<file path="src/rtl/crossbar_pkg.sv">
// ---------------------------------------------------------------------------
// crossbar_pkg
// Shared constants and types for the 4x4 crossbar slave-side arbitration.
//   QTY_OF_MASTERS : number of masters that can request a slave port
//   QTY_OF_SLAVES  : number of slave ports (one arbiter instance each)
//   arb_state_t    : per-slave arbiter state encoding
// ---------------------------------------------------------------------------
package crossbar_pkg;

    localparam int QTY_OF_MASTERS = 4;
    localparam int QTY_OF_SLAVES  = 4;

    typedef enum logic [1:0] {
        ARB_IDLE = 2'd0,
        ARB_BUSY = 2'd1,
        ARB_RESP = 2'd2
    } arb_state_t;

endpackage : crossbar_pkg

</file>
<file path="src/rtl/slave_rr_arbiter_picker.sv">
// ---------------------------------------------------------------------------
// rr_priority_picker
// Combinational round-robin selector: returns the first set bit of req found
// when scanning upward from ptr and wrapping back to bit 0.
//   req   in  N        request vector
//   ptr   in  log2(N)  highest-priority position for this scan
//   found out 1        at least one request bit is set
//   idx   out log2(N)  index of the selected request
// The wrap is handled by scanning a doubled copy of req with every position
// below ptr masked off; the lowest surviving bit, folded modulo N, is the
// winner. Any set bit is guaranteed to survive in the upper copy, so the
// scan never misses a request.
// ---------------------------------------------------------------------------
module rr_priority_picker #(
    parameter int N  = 4,
    parameter int IW = $clog2(N)
) (
    input  logic [N-1:0]  req,
    input  logic [IW-1:0] ptr,
    output logic          found,
    output logic [IW-1:0] idx
);

    logic [2*N-1:0] req_dbl_s;
    logic [2*N-1:0] mask_s;
    logic [2*N-1:0] hit_s;

    // Build the masked double-width vector and pick its lowest set bit.
    always_comb begin
        req_dbl_s = {req, req};
        for (int i = 0; i < 2 * N; i++) begin
            mask_s[i] = (i >= int'(ptr));
        end
        hit_s = req_dbl_s & mask_s;
        found = 1'b0;
        idx   = {IW{1'b0}};
        // Scan from the top down so the lowest hit is the last one written.
        for (int i = 2 * N - 1; i >= 0; i--) begin
            found = found | hit_s[i];
            idx   = hit_s[i] ? IW'(i % N) : idx;
        end
    end

endmodule : rr_priority_picker

</file>
<file path="src/rtl/slave_rr_arbiter.sv">
// ---------------------------------------------------------------------------
// slave_rr_arbiter
// Per-slave round-robin arbiter of the 4x4 crossbar. Grants the slave to one
// master at a time, holds the grant until the slave acknowledges, opens a
// one-cycle read-response routing window after acknowledged reads, and
// force-releases a grant that the slave never acknowledges.
//   clk          in   1        clock, all logic on posedge
//   rst          in   1        synchronous active-high reset
//   req          in   M        request bit m from master m's listener
//   cmd_is_read  in   M        bit m set = master m's command is a read
//   slave_ack    in   1        slave accepts the granted transaction
//   grant        out  M        one-hot grant (crossbar mux selects), 0 when idle
//   grant_idx    out  log2(M)  index of the current / most recent grantee
//   resp_valid   out  1        read-data routing window to master resp_idx
//   resp_idx     out  log2(M)  master receiving read data
//   timeout      out  1        one-cycle pulse on watchdog release
// All outputs come straight from registers.
// ---------------------------------------------------------------------------
module slave_rr_arbiter #(
    parameter int QTY_OF_MASTERS = crossbar_pkg::QTY_OF_MASTERS,
    parameter int TIMEOUT_CYCLES = 16
) (
    input  logic                              clk,
    input  logic                              rst,
    input  logic [QTY_OF_MASTERS-1:0]         req,
    input  logic [QTY_OF_MASTERS-1:0]         cmd_is_read,
    input  logic                              slave_ack,
    output logic [QTY_OF_MASTERS-1:0]         grant,
    output logic [$clog2(QTY_OF_MASTERS)-1:0] grant_idx,
    output logic                              resp_valid,
    output logic [$clog2(QTY_OF_MASTERS)-1:0] resp_idx,
    output logic                              timeout
);

    import crossbar_pkg::*;

    localparam int IW  = $clog2(QTY_OF_MASTERS);
    localparam int WDW = $clog2(TIMEOUT_CYCLES) + 1;

    localparam logic [WDW-1:0] WD_LAST = WDW'(TIMEOUT_CYCLES - 1);
    localparam logic [WDW-1:0] WD_MAX  = {WDW{1'b1}};

    // Index-to-one-hot conversion for the crossbar mux selects.
    function automatic logic [QTY_OF_MASTERS-1:0] idx_to_onehot(input logic [IW-1:0] i);
        logic [QTY_OF_MASTERS-1:0] one_v;
        one_v = {{(QTY_OF_MASTERS - 1){1'b0}}, 1'b1};
        return one_v << i;
    endfunction

    // Registered state
    arb_state_t                state_r;
    logic [IW-1:0]             rr_ptr_r;
    logic [WDW-1:0]            wd_cnt_r;
    logic                      is_rd_r;
    logic [QTY_OF_MASTERS-1:0] grant_r;
    logic [IW-1:0]             grant_idx_r;
    logic                      resp_valid_r;
    logic [IW-1:0]             resp_idx_r;
    logic                      timeout_r;

    // Next-state values
    arb_state_t                state_s;
    logic [IW-1:0]             rr_ptr_s;
    logic [WDW-1:0]            wd_cnt_s;
    logic                      is_rd_s;
    logic [QTY_OF_MASTERS-1:0] grant_s;
    logic [IW-1:0]             grant_idx_s;
    logic                      resp_valid_s;
    logic [IW-1:0]             resp_idx_s;
    logic                      timeout_s;

    // Picker results
    logic                      pick_found_s;
    logic [IW-1:0]             pick_idx_s;

    rr_priority_picker #(
        .N  (QTY_OF_MASTERS),
        .IW (IW)
    ) u_picker (
        .req   (req),
        .ptr   (rr_ptr_r),
        .found (pick_found_s),
        .idx   (pick_idx_s)
    );

    // Arbitration FSM: next state, pointer, watchdog and output values.
    always_comb begin
        state_s      = state_r;
        rr_ptr_s     = rr_ptr_r;
        wd_cnt_s     = wd_cnt_r;
        is_rd_s      = is_rd_r;
        grant_s      = grant_r;
        grant_idx_s  = grant_idx_r;
        resp_valid_s = 1'b0;
        resp_idx_s   = resp_idx_r;
        timeout_s    = 1'b0;

        case (state_r)
            ARB_IDLE: begin
                if (pick_found_s) begin
                    state_s     = ARB_BUSY;
                    grant_s     = idx_to_onehot(pick_idx_s);
                    grant_idx_s = pick_idx_s;
                    is_rd_s     = cmd_is_read[pick_idx_s];
                    wd_cnt_s    = {WDW{1'b0}};
                end else begin
                    grant_s     = {QTY_OF_MASTERS{1'b0}};
                end
            end

            ARB_BUSY: begin
                if (slave_ack) begin
                    // Served master drops to lowest priority.
                    grant_s  = {QTY_OF_MASTERS{1'b0}};
                    rr_ptr_s = grant_idx_r + IW'(1'b1);
                    if (is_rd_r) begin
                        state_s      = ARB_RESP;
                        resp_valid_s = 1'b1;
                        resp_idx_s   = grant_idx_r;
                    end else begin
                        state_s      = ARB_IDLE;
                    end
                end else if (!req[grant_idx_r]) begin
                    // Withdrawn request was never served, so fairness is untouched.
                    state_s = ARB_IDLE;
                    grant_s = {QTY_OF_MASTERS{1'b0}};
                end else if (wd_cnt_r == WD_LAST) begin
                    state_s   = ARB_IDLE;
                    grant_s   = {QTY_OF_MASTERS{1'b0}};
                    timeout_s = 1'b1;
                    rr_ptr_s  = grant_idx_r + IW'(1'b1);
                end else begin
                    // Saturating count keeps a stuck counter from wrapping back.
                    wd_cnt_s = (wd_cnt_r == WD_MAX) ? wd_cnt_r : wd_cnt_r + WDW'(1'b1);
                end
            end

            ARB_RESP: begin
                state_s = ARB_IDLE;
                grant_s = {QTY_OF_MASTERS{1'b0}};
            end

            default: begin
                state_s = ARB_IDLE;
                grant_s = {QTY_OF_MASTERS{1'b0}};
            end
        endcase
    end

    // State and output registers with synchronous reset.
    always_ff @(posedge clk) begin
        if (rst) begin
            state_r      <= ARB_IDLE;
            rr_ptr_r     <= {IW{1'b0}};
            wd_cnt_r     <= {WDW{1'b0}};
            is_rd_r      <= 1'b0;
            grant_r      <= {QTY_OF_MASTERS{1'b0}};
            grant_idx_r  <= {IW{1'b0}};
            resp_valid_r <= 1'b0;
            resp_idx_r   <= {IW{1'b0}};
            timeout_r    <= 1'b0;
        end else begin
            state_r      <= state_s;
            rr_ptr_r     <= rr_ptr_s;
            wd_cnt_r     <= wd_cnt_s;
            is_rd_r      <= is_rd_s;
            grant_r      <= grant_s;
            grant_idx_r  <= grant_idx_s;
            resp_valid_r <= resp_valid_s;
            resp_idx_r   <= resp_idx_s;
            timeout_r    <= timeout_s;
        end
    end

    assign grant      = grant_r;
    assign grant_idx  = grant_idx_r;
    assign resp_valid = resp_valid_r;
    assign resp_idx   = resp_idx_r;
    assign timeout    = timeout_r;

endmodule : slave_rr_arbiter

</file>
<file path="config.mk">
export PLATFORM = sky130hd
export DESIGN_NAME = slave_rr_arbiter
export DESIGN_NICKNAME = d
export VERILOG_FILES = /design/src/rtl/crossbar_pkg.sv /design/src/rtl/slave_rr_arbiter_picker.sv /design/src/rtl/slave_rr_arbiter.sv
export SDC_FILE = /design/constraint.sdc
export NUM_CORES = 1
export LEC_CHECK = 0
export BUFFER_PORTS_ARGS = -buffer_cell sky130_fd_sc_hd__buf_2
export CAP_MARGIN = 0
export CELL_PAD_IN_SITES_DETAIL_PLACEMENT = 2
export CELL_PAD_IN_SITES_GLOBAL_PLACEMENT = 2
export CORE_MARGIN = 2
export CORE_UTILIZATION = 25
export DETAILED_ROUTE_END_ITERATION = 16
export PLACE_DENSITY = 0.6
export SYNTH_ARGS = -nofsm -noshare
export SYNTH_HDL_FRONTEND = slang
export SYNTH_HIERARCHICAL = 1
export SYNTH_SLANG_ARGS = --single-unit
</file>
<file path="constraint.sdc">
create_clock -name clk -period 3.3 [get_ports clk]
set_input_delay 0.99 -clock clk [delete_from_list [all_inputs] [get_ports clk]]
set_output_delay 0.99 -clock clk [all_outputs]
set_load 0.01 [all_outputs]
</file>
==> results of run 1 <==
==> cell usage after synthesis (2+ instances only) <==
| master | instances | area, um^2 |
|---|---|---|
| a21oi_1 | 7 | 35.0 |
| a211o_1 | 2 | 17.5 |
| a32o_1 | 2 | 20.0 |
| nor3b_1 | 3 | 22.5 |
| nand3_1 | 2 | 10.0 |
| mux4_2 | 2 | 45.0 |
| or2_2 | 2 | 12.5 |
| a22o_1 | 5 | 43.8 |
| a211oi_1 | 2 | 15.0 |
| mux2i_1 | 5 | 50.1 |
| inv_1 | 6 | 22.5 |
| dfxtp_1 | 20 | 400 |
| o21ai_0 | 3 | 15.0 |
| clkbuf_1 | 2 | 7.51 |
| nand2b_1 | 5 | 31.3 |
| nor4_1 | 2 | 12.5 |
| nand2_1 | 2 | 7.51 |
| ha_1 | 3 | 37.5 |
| nor2_1 | 11 | 41.3 |
==> registers in the layout, summed over array words and instances (netlist names) <==
register,cells
is_rd_r,1
resp_idx,2
grant,4
state_r,2
wd_cnt_r,5
resp_valid,1
rr_ptr_r,2
timeout,1
grant_idx,2
==> worst max-delay path: stages <==
cell and delay [ns]:
buf_2 0.13, inv_1 0.06, a22o_1 0.20, a211oi_2 0.44, mux4_2 0.55, mux2i_1 0.13
nor2_1 0.05
==> power by group through the flow <==
stage	clock (mW)	sequential (mW)	combinational, mW
2_1_floorplan	0	0.267	0.0510
3_3_place_gp	0	0.267	0.0786
3_5_place_dp	0	0.268	0.0802
4_1_cts	0.199	0.262	0.0807
5_1_grt	0.208	0.264	0.0893
6_report	0.189	0.261	0.0795
==> cells by family (layout without fill, tap and decap cells) <==
logic type                 Yosys count  after routing  share of synthesized area, %
adders and majority gates            3              3                          3.92
muxes                                8              8                          11.1
AOI/OAI and AO/OA                   24             24                          18.3
buffers and inverters                8             31                          3.13
DFF                                 20             20                          41.8
xor gates and xnor gates             1              1                         0.914
and+or+nand+nor                     35             35                          20.9
==> per-layer routing <==
metal / GRT usage (%) / share of wire (%) / vias up
met2: 21.5 / 48 / 15
met5: 0 / 0 / -
met4: 3.13 / 0.29 / 0
met3: 2.56 / 2.8 / 2
met1: 16.9 / 48 / 397
li1: - / - / 411
==> through the flow <==
step,total power [mW],setup WS [ns],instance area [um^2],instances,util (%)
final,0.530,0.884,1170,170,32.1
after global placement,0.346,0.645,1120,166,30.6
after floorplan,0.318,0.915,958,99,-
after CTS,0.542,0.871,1170,170,32.1
after detailed placement,0.348,0.595,1120,166,30.6
after global routing,0.561,0.742,1170,170,32.1
==> final cells by class <==
cell class / instances / area share (%)
Inverter: 6 / 1.92
Multi-Input combinational cell: 71 / 45.0
Sequential cell: 20 / 34.1
Timing Repair Buffer: 21 / 9.17
Clock buffer: 4 / 4.69
Tap cell: 48 / 5.12
==> final timing paths <==
check	startpoint	endpoint	slack (ns)	cells after the start
setup / recovery	req[3]	is_rd_r	0.88	7
hold / removal	grant[1]	grant[1]	0.48	1
setup reg to reg	wd_cnt_r[0]	wd_cnt_r[0]	1.27	6
hold reg to reg	grant[1]	grant[1]	0.48	1
==> results.txt, run 1 <==
status: finished, final reports clean
First-pass DRT Iterations: 4
CTS Root Cell: clkbuf_8
detailed router's first-iteration violation count: 50
Fin Setup TNS: 0 ns
minimum clock period: 2.42 ns
leak pwr: 0.532 nW
Post-route DRC: 0
Hold-fix buffers, CTS: 0
Initial Util: 26.2%
cts repair resizes: 0
Post-DRT Antenna Nets: 0
# clock sinks: 20
PwrDens: 452 nW/um^2
Avg WL per Cell: 14.3 um
layout cell share with drive strength beyond 1: 27.0%
# Post-CTS Setup Buffers: 0
Yosys reg bits: 20
filler cell count: 406
Post-synth EDFFs: 0
Clk Latency, worst-skew pair: 0.26 ns
Synth Net Count: 113
RSZ-0062 raised after global routing: no
async set-or-reset flop fraction in the synthesized netlist: 0%
register area: 400 um^2
die area: 4340 um^2
via count: 825
IO Port Bufs: 20
period utilization: 73.2%
Max FO, Critical Path: 6
Area Growth Syn to Fin: 22.5%
clk buf depth: 2
initial antenna violation count: 0
Cell variety after synth: 32
Worst Path Required: 3.44 ns
clock-pin slew on the worst setup and hold paths: 0.08 ns
share of power burned in registers: 49.3%
Seq/Total Area, Yosys: 41.8%
die width: 65.9 um
Routability Congestion: 0.701
first-pass GRT wire length: 4290 um
Top Ports: 21
TritonCTS Buffers: 3
setup violators final: 0
Max Slew Vio Count: 0
TritonCTS clock tree: built
diodes inserted: 0
CP startpoint kind: input pin
H-tree depth: 1
fin nets: 137
vias in the first global route: 890
CP Capture Type: flop
Clock power frac: 35.7%
crit path DAT: 2.56 ns
peak supply drop: 0.159 mV
Clock Skew: 0.00312 ns
synthesized instance count: 99
combinational share of power: 15.0%
most frequent cells in the layout: 20 x dfxtp_1, 20 x buf_2, 11 x nor2_1
crit path kind: in -> reg
Sw Share: 25.6%
grt total ovfl: 0
final hold vios: 0
Die Ht: 65.9 um
largest net degree at the start of global routing: 17
sw power: 0.136 mW
drt via density: 4.85
mean post-synth cell area: 9.68 um^2
Rows: 22
Max-slew headroom: 64.9%
synthesized area: 958 um^2
drt total wl: 2430 um
YS warnings: 6
hold_ws: 0.479 ns
Max-Cap Viols: 0
Core Region: 3660 um^2
Final HPWL DP: 1890 um
Int Pwr: 0.394 mW
ys flop type: dfxtp_1
area occupied by multi-input gates: 528 um^2
All-Layer GR Usage: 12.8%
Worst Hold Class: reg -> reg
fmax: 414 MHz
Slew @ Worst Pin: 0.526 ns
(Power assumes the default switching activity.)
==> run 2: changes to the inputs <==
PLACE_DENSITY = 0.62   (was 0.6)
clock period = 2.2 ns   (was 3.3 ns; I/O delays follow)
==> run 2 against run 1 <==
Effect of this change:
- setup slack lost 0.72 ns
- final cell count grew 1.8%
- largest cell class unchanged
- global-route usage grew 0.77 points
- highest routed layer unchanged
- critical path depth shrank 1
==> results.txt, run 2 (synthesized netlist as in run 1, its figures left out) <==
Avg WL per Cell: 15.5 um (+8.3%)
clock-pin slew on the worst setup and hold paths: 0.09 ns (about the same)
leak pwr: 0.554 nW (+4.2%)
Clock Skew: 0.0100 ns (+0.00689 ns)
First-pass DRT Iterations: 4 (unchanged)
TritonCTS clock tree: built
Clk Latency, worst-skew pair: 0.27 ns (about the same)
die width: 65.9 um (unchanged)
most frequent cells in the layout: 20 x dfxtp_1, 20 x buf_2, 11 x nor2_1
first-pass GRT wire length: 4360 um (+1.6%)
minimum clock period: 2.04 ns
TritonCTS Buffers: 3 (unchanged)
IO Port Bufs: 20 (unchanged)
hold_ws: 0.477 ns (-0.00129 ns)
Final HPWL DP: 2120 um (+12%)
RSZ-0062 raised after global routing: no
grt total ovfl: 0 (unchanged)
Worst Hold Class: reg -> reg
final core utilization: 33.1% (+1.1 points)
Final Cell Area: 1210 um^2 (+3.3%)
area occupied by multi-input gates: 528 um^2 (unchanged)
Power Total: 0.908 mW (+71%)
Rows: 22 (unchanged)
die area: 4340 um^2 (unchanged)
status: finished, final reports clean
CTS Root Cell: clkbuf_8
Worst Path Required: 2.37 ns (-1.07 ns)
placed insts: 169 (+1.8%)
Post-DRT Antenna Nets: 0 (unchanged)
layout cell share with drive strength beyond 1: 28.8% (+1.8 points)
drt via density: 4.89 (+0.77%)
filler cell count: 419 (+3.2%)
clk buf depth: 2 (unchanged)
drt total wl: 2680 um (+10%)
Max Slew Vio Count: 0 (unchanged)
Initial Util: 26.2% (unchanged)
crit path DAT: 2.21 ns (-0.35 ns)
final hold vios: 0 (unchanged)
Area Growth Syn to Fin: 26.5%
All-Layer GR Usage: 13.6% (+0.77 points)
CP Capture Type: flop
cts repair resizes: 0 (unchanged)
Sw Share: 25.0% (-0.63 points)
setup violators final: 0 (unchanged)
diodes inserted: 0 (unchanged)
Top reg by flops: wd_cnt_r
register area: 400 um^2 (unchanged)
sw power: 0.227 mW (+67%)
Core Region: 3660 um^2 (unchanged)
Slew @ Worst Pin: 0.419 ns (-0.107 ns)
crit path kind: reg -> reg
largest net degree at the start of global routing: 17 (unchanged)
Hold-fix buffers, CTS: 0 (unchanged)
placed cell areas: 1140 um^2 (+2.0%)
period utilization: 92.8%
vias in the first global route: 914 (+2.7%)
Int Pwr: 0.681 mW (+73%)
fmax: 490 MHz
# clock sinks: 20 (unchanged)
detailed router's first-iteration violation count: 25 (-50%)
Die Ht: 65.9 um (unchanged)
combinational share of power: 14.2% (-0.8 points)
peak supply drop: 0.211 mV (+33%)
share of power burned in registers: 43.1% (-6.2 points)
H-tree depth: 1 (unchanged)
CP startpoint kind: flop
Top Ports: 21 (unchanged)
Max-Cap Viols: 0 (unchanged)
Max-slew headroom: 72.0% (+7.1 points)
Max FO, Critical Path: 4 (-2)
Post-route DRC: 0 (unchanged)
Routability Congestion: 0.742 (+5.8%)
Largest register FFs: 5 (unchanged)
# Post-CTS Setup Buffers: 0 (unchanged)
fin nets: 140 (+2.2%)
PwrDens: 749 nW/um^2 (+66%)
Clock power frac: 42.7% (+7.0 points)
Non-Filler Instances: 173 (+1.8%)
initial antenna violation count: 0 (unchanged)
via count: 846 (+2.5%)
-- run 2: cell types whose count changed in the layout (fill, tap and decap cells not counted), sizes merged --
cell    before  now
clkbuf       4    3
bufinv       0    1
buf         21   24
-- run 2: power by group through the flow --
| stage | clock network [mW] | registers [mW] | logic, mW |
|---|---|---|---|
| final | 0.388 | 0.391 | 0.129 |
| after global routing | 0.418 | 0.395 | 0.141 |
| after CTS | 0.398 | 0.392 | 0.132 |
| after detailed placement | 0 | 0.400 | 0.131 |
| after global placement | 0 | 0.400 | 0.126 |
| after floorplan | 0 | 0.400 | 0.0766 |
-- run 2: layout make-up --
cell class                 count  area share (%)
clock inverter                 1            2.48
clock buffer                   3            3.41
inverter                       6            1.86
multi-input combinational     71            43.6
tap                           48            4.95
timing repair buffer          24            10.7
sequential                    20            33.0
-- run 2: per-stage QoR --
step	worst slack [ns]	TNS, ns
after floorplan	0.145	0
after global placement	0.0244	0
after detailed placement	-0.0333	-0.0333
after CTS	0.112	0
after global routing	0.0110	0
final	0.159	0
-- run 2: worst paths after layout --
kind / from / endpoint / slack [ns] / cells past startpoint
worst max-delay path: wd_cnt_r[0] / wd_cnt_r[0] / 0.16 / 6
worst min-delay path: grant[3] / grant[3] / 0.48 / 1
worst max register to register: wd_cnt_r[0] / wd_cnt_r[0] / 0.16 / 6
worst min register to register: grant[3] / grant[3] / 0.48 / 1
-- run 2: worst max-delay path: stages, from the launching register on --
cell and delay (ns):
dfxtp_1 0.34, ha_1 0.23, and3_1 0.21, ha_1 0.23, nor3b_1 0.39, o22ai_1 0.23, mux2_2 0.30
-- run 2: layer usage --
metal / track usage (%) / part of all wire [%]
met5: 0 / 0
met3: 2.73 / 3.6
met1: 16.1 / 43
met2: 23.5 / 51
met4: 6.25 / 2.1
==> run 3: changes to the inputs <==
PLACE_DENSITY = 0.64   (was 0.62)
SYNTH_HIERARCHICAL = default   (was 1)
==> run 3 against run 2 <==
Effect of this change:
- register-to-register slack about the same
- sequential cell count unchanged
- fmax up 0.51%
- via count up 2.6%
- setup slack better by 0.010 ns
- clock power down 4%
==> results.txt, run 3 <==
Max-Cap Viols: 0 (unchanged)
fin nets: 149 (+6.4%)
CP startpoint kind: flop
Die Ht: 66.5 um (+0.86%)
peak supply drop: 0.428 mV (+100%)
Area Growth Syn to Fin: 26.5% (about the same)
final core utilization: 33.2% (+0.12 points)
clock-pin slew on the worst setup and hold paths: 0.08 ns (about the same)
final hold vios: 0 (unchanged)
via count: 868 (+2.6%)
All-Layer GR Usage: 14.0% (+0.42 points)
async set-or-reset flop fraction in the synthesized netlist: 0% (unchanged)
# clock sinks: 20 (unchanged)
Clk Latency, worst-skew pair: 0.26 ns (about the same)
Post-Synth XOR/XNOR Area: 3.59% (+2.7 points)
Yosys reg bits: 20 (unchanged)
Seq/Total Area, Yosys: 41.0% (-0.75 points)
Rows: 22 (unchanged)
cell taking the most area after synthesis: dfxtp_1
clk buf depth: 2 (unchanged)
Avg WL per Cell: 14.4 um (-6.9%)
diodes inserted: 0 (unchanged)
post-synthesis mux area share: 8.59% (-2.5 points)
post-synthesis compound-gate area fraction: 13.1% (-5.2 points)
layout cell share with drive strength beyond 1: 25.4% (-3.4 points)
synthesized instance count: 111 (+12%)
Max FO, Critical Path: 3 (-1)
Max-slew headroom: 67.4% (-4.6 points)
Hold EP: grant[1]
worst r2r src: wd_cnt_r[0]
Yosys top cell area share: 41.0% (-0.75 points)
most common cell after layout, fill and taps aside: nor2_1
Post-Synth Simple-Gate Area: 25.6% (+4.8 points)
Reg2Reg Depth: 8 (+2)
H-tree depth: 1 (unchanged)
die area: 4420 um^2 (+1.7%)
Slew @ Worst Pin: 0.486 ns (+0.0673 ns)
HP Start: grant[1]
mean post-synth cell area: 8.79 um^2 (-9.2%)
status: finished, final reports clean
Synth Net Count: 125 (+11%)
Hold Path Stages: 2 (+1)
Top reg by flops: wd_cnt_r
r2r setup slk: 0.17 ns (about the same)
# Post-CTS Setup Buffers: 0 (unchanged)
vias in the first global route: 971 (+6.2%)
synthesized area: 976 um^2 (+1.8%)
fmax: 492 MHz (+0.51%)
placed cell areas: 1130 um^2 (-0.77%)
detailed router's first-iteration violation count: 58 (+130%)
crit path DAT: 2.23 ns (+0.02 ns)
Cell variety after synth: 34 (+6.3%)
setup violators final: 0 (unchanged)
top post-synthesis cells by count: 23 x nor2_1, 20 x dfxtp_1, 9 x a21oi_1, 8 x nand2_1, 6 x inv_1
TritonCTS clock tree: built
Final HPWL DP: 2050 um (-2.9%)
crit path kind: reg -> reg
Reg2Reg Capture Point: wd_cnt_r[4]
Post-synth EDFFs: 0 (unchanged)
die width: 66.5 um (+0.86%)
largest net degree at the start of global routing: 18 (+1)
Post-route DRC: 0 (unchanged)
Final Cell Area: 1230 um^2 (+1.9%)
Max Slew Vio Count: 0 (unchanged)
adder-cell share of the synthesized area: 3.85% (-0.070 points)
initial antenna violation count: 0 (unchanged)
drt total wl: 2620 um (-2.1%)
YS warnings: 0 (-6)
IO Port Bufs: 20 (unchanged)
RSZ-0062 raised after global routing: no
Fin Setup TNS: 0 ns (unchanged)
ys flop type: dfxtp_1
grt total ovfl: 0 (unchanged)
most frequent cells in the layout: 23 x nor2_1, 20 x dfxtp_1, 20 x buf_2
most area-consuming cells after synthesis: dfxtp_1 41%, nor2_1 8.8%, mux2i_1 5.1%, a21oi_1 4.6%, ha_1 3.8%
Worst Path Required: 2.40 ns (+0.03 ns)
minimum clock period: 2.03 ns (-0.0104 ns)
drt via density: 4.77 (-2.5%)
largest family of logic cells by synthesized area: simple AND/OR/NAND/NOR gates
period utilization: 92.3% (-0.47 points)
Clock Skew: 0.00337 ns (-0.00665 ns)
CTS Root Cell: clkbuf_8
Routability Congestion: 0.703 (-5.3%)
Post-DRT Antenna Nets: 0 (unchanged)
first-pass GRT wire length: 4650 um (+6.7%)
Top Ports: 21 (unchanged)
top-count cell post-synth: nor2_1
Core Region: 3720 um^2 (+1.5%)
CP Capture Type: flop
Largest register FFs: 5 (unchanged)
First-pass DRT Iterations: 4 (unchanged)
PwrDens: 750 nW/um^2 (about the same)
Worst Hold Class: reg -> reg
leak pwr: 0.528 nW (-4.7%)
TritonCTS Buffers: 3 (unchanged)
Initial Util: 26.3% (+0.084 points)
-- run 3: per-stage QoR --
step	cells	hold WS, ns	total power [mW]	setup slack (ns)
floorplan	111	0.467	0.506	0.0967
global placement	178	0.441	0.553	0.0274
detailed placement	178	0.457	0.559	-0.0484
CTS	182	0.469	0.936	0.0780
global route	182	0.502	0.979	0.00446
finish	182	0.459	0.926	0.169
-- run 3: how the worst max path moves through the flow --
stage	end	slack [ns]	from
3_3_place_gp	wd_cnt_r[4]	0.03	wd_cnt_r[0]
3_5_place_dp	wd_cnt_r[4]	-0.05	wd_cnt_r[0]
5_1_grt	wd_cnt_r[4]	0.004	wd_cnt_r[0]
4_1_cts	wd_cnt_r[4]	0.08	wd_cnt_r[0]
2_1_floorplan	wd_cnt_r[4]	0.1	req[2]
6_report	wd_cnt_r[4]	0.17	wd_cnt_r[0]
-- run 3: cells by family after synthesis --
logic type               count (synthesis)
flip-flops                              20
multiplexers                             7
AO/OA/AOI/OAI                           18
buffers and inverters                    9
AND/OR/NAND/NOR                         50
adder cells (fa/ha/maj)                  3
XOR/XNOR                                 4
-- run 3: critical path: stages, from the launching register on --
cell and delay, ns:
dfxtp_1 0.35, ha_1 0.22, and3_2 0.25, ha_4 0.18
nor4b_4 0.31, and2_4 0.21, o21ai_4 0.06, mux2_1 0.32
nor2_1 0.08
-- run 3: layout make-up --
type                    instances  area [um^2]
clock inverters                 1         30.0
well taps                      48         60.1
repair buffers                 22          115
inverters                       6         22.5
flip-flops and latches         20          400
fillers                       440         2480
multi-input cells              82          566
clock buffers                   3         41.3
-- run 3: what timing repair did --
item,CTS,global route
hold endpoints to repair,0,0
resized for setup,1,5
pin swaps,0,2
cloned,0,0
hold buffers,0,0
endpoints found under the setup margin,2,3
-- run 3: where the power goes --
part / switching, mW / internal (mW) / leakage (nW)
combinational: 0.0859 / 0.0693 / 0.330
sequential: 0.0175 / 0.380 / 0.163
clock: 0.130 / 0.243 / 0.0357
total: 0.234 / 0.692 / 0.528
-- run 3: metal layers --
layer  routed length, um  global-route usage [%]  share of wire [%]
met5                   0                       0                  0
met2                1210                    23.8                 46
met3                 106                    3.38                4.0
met4                  17                    3.83               0.65
met1                1290                    17.7                 49
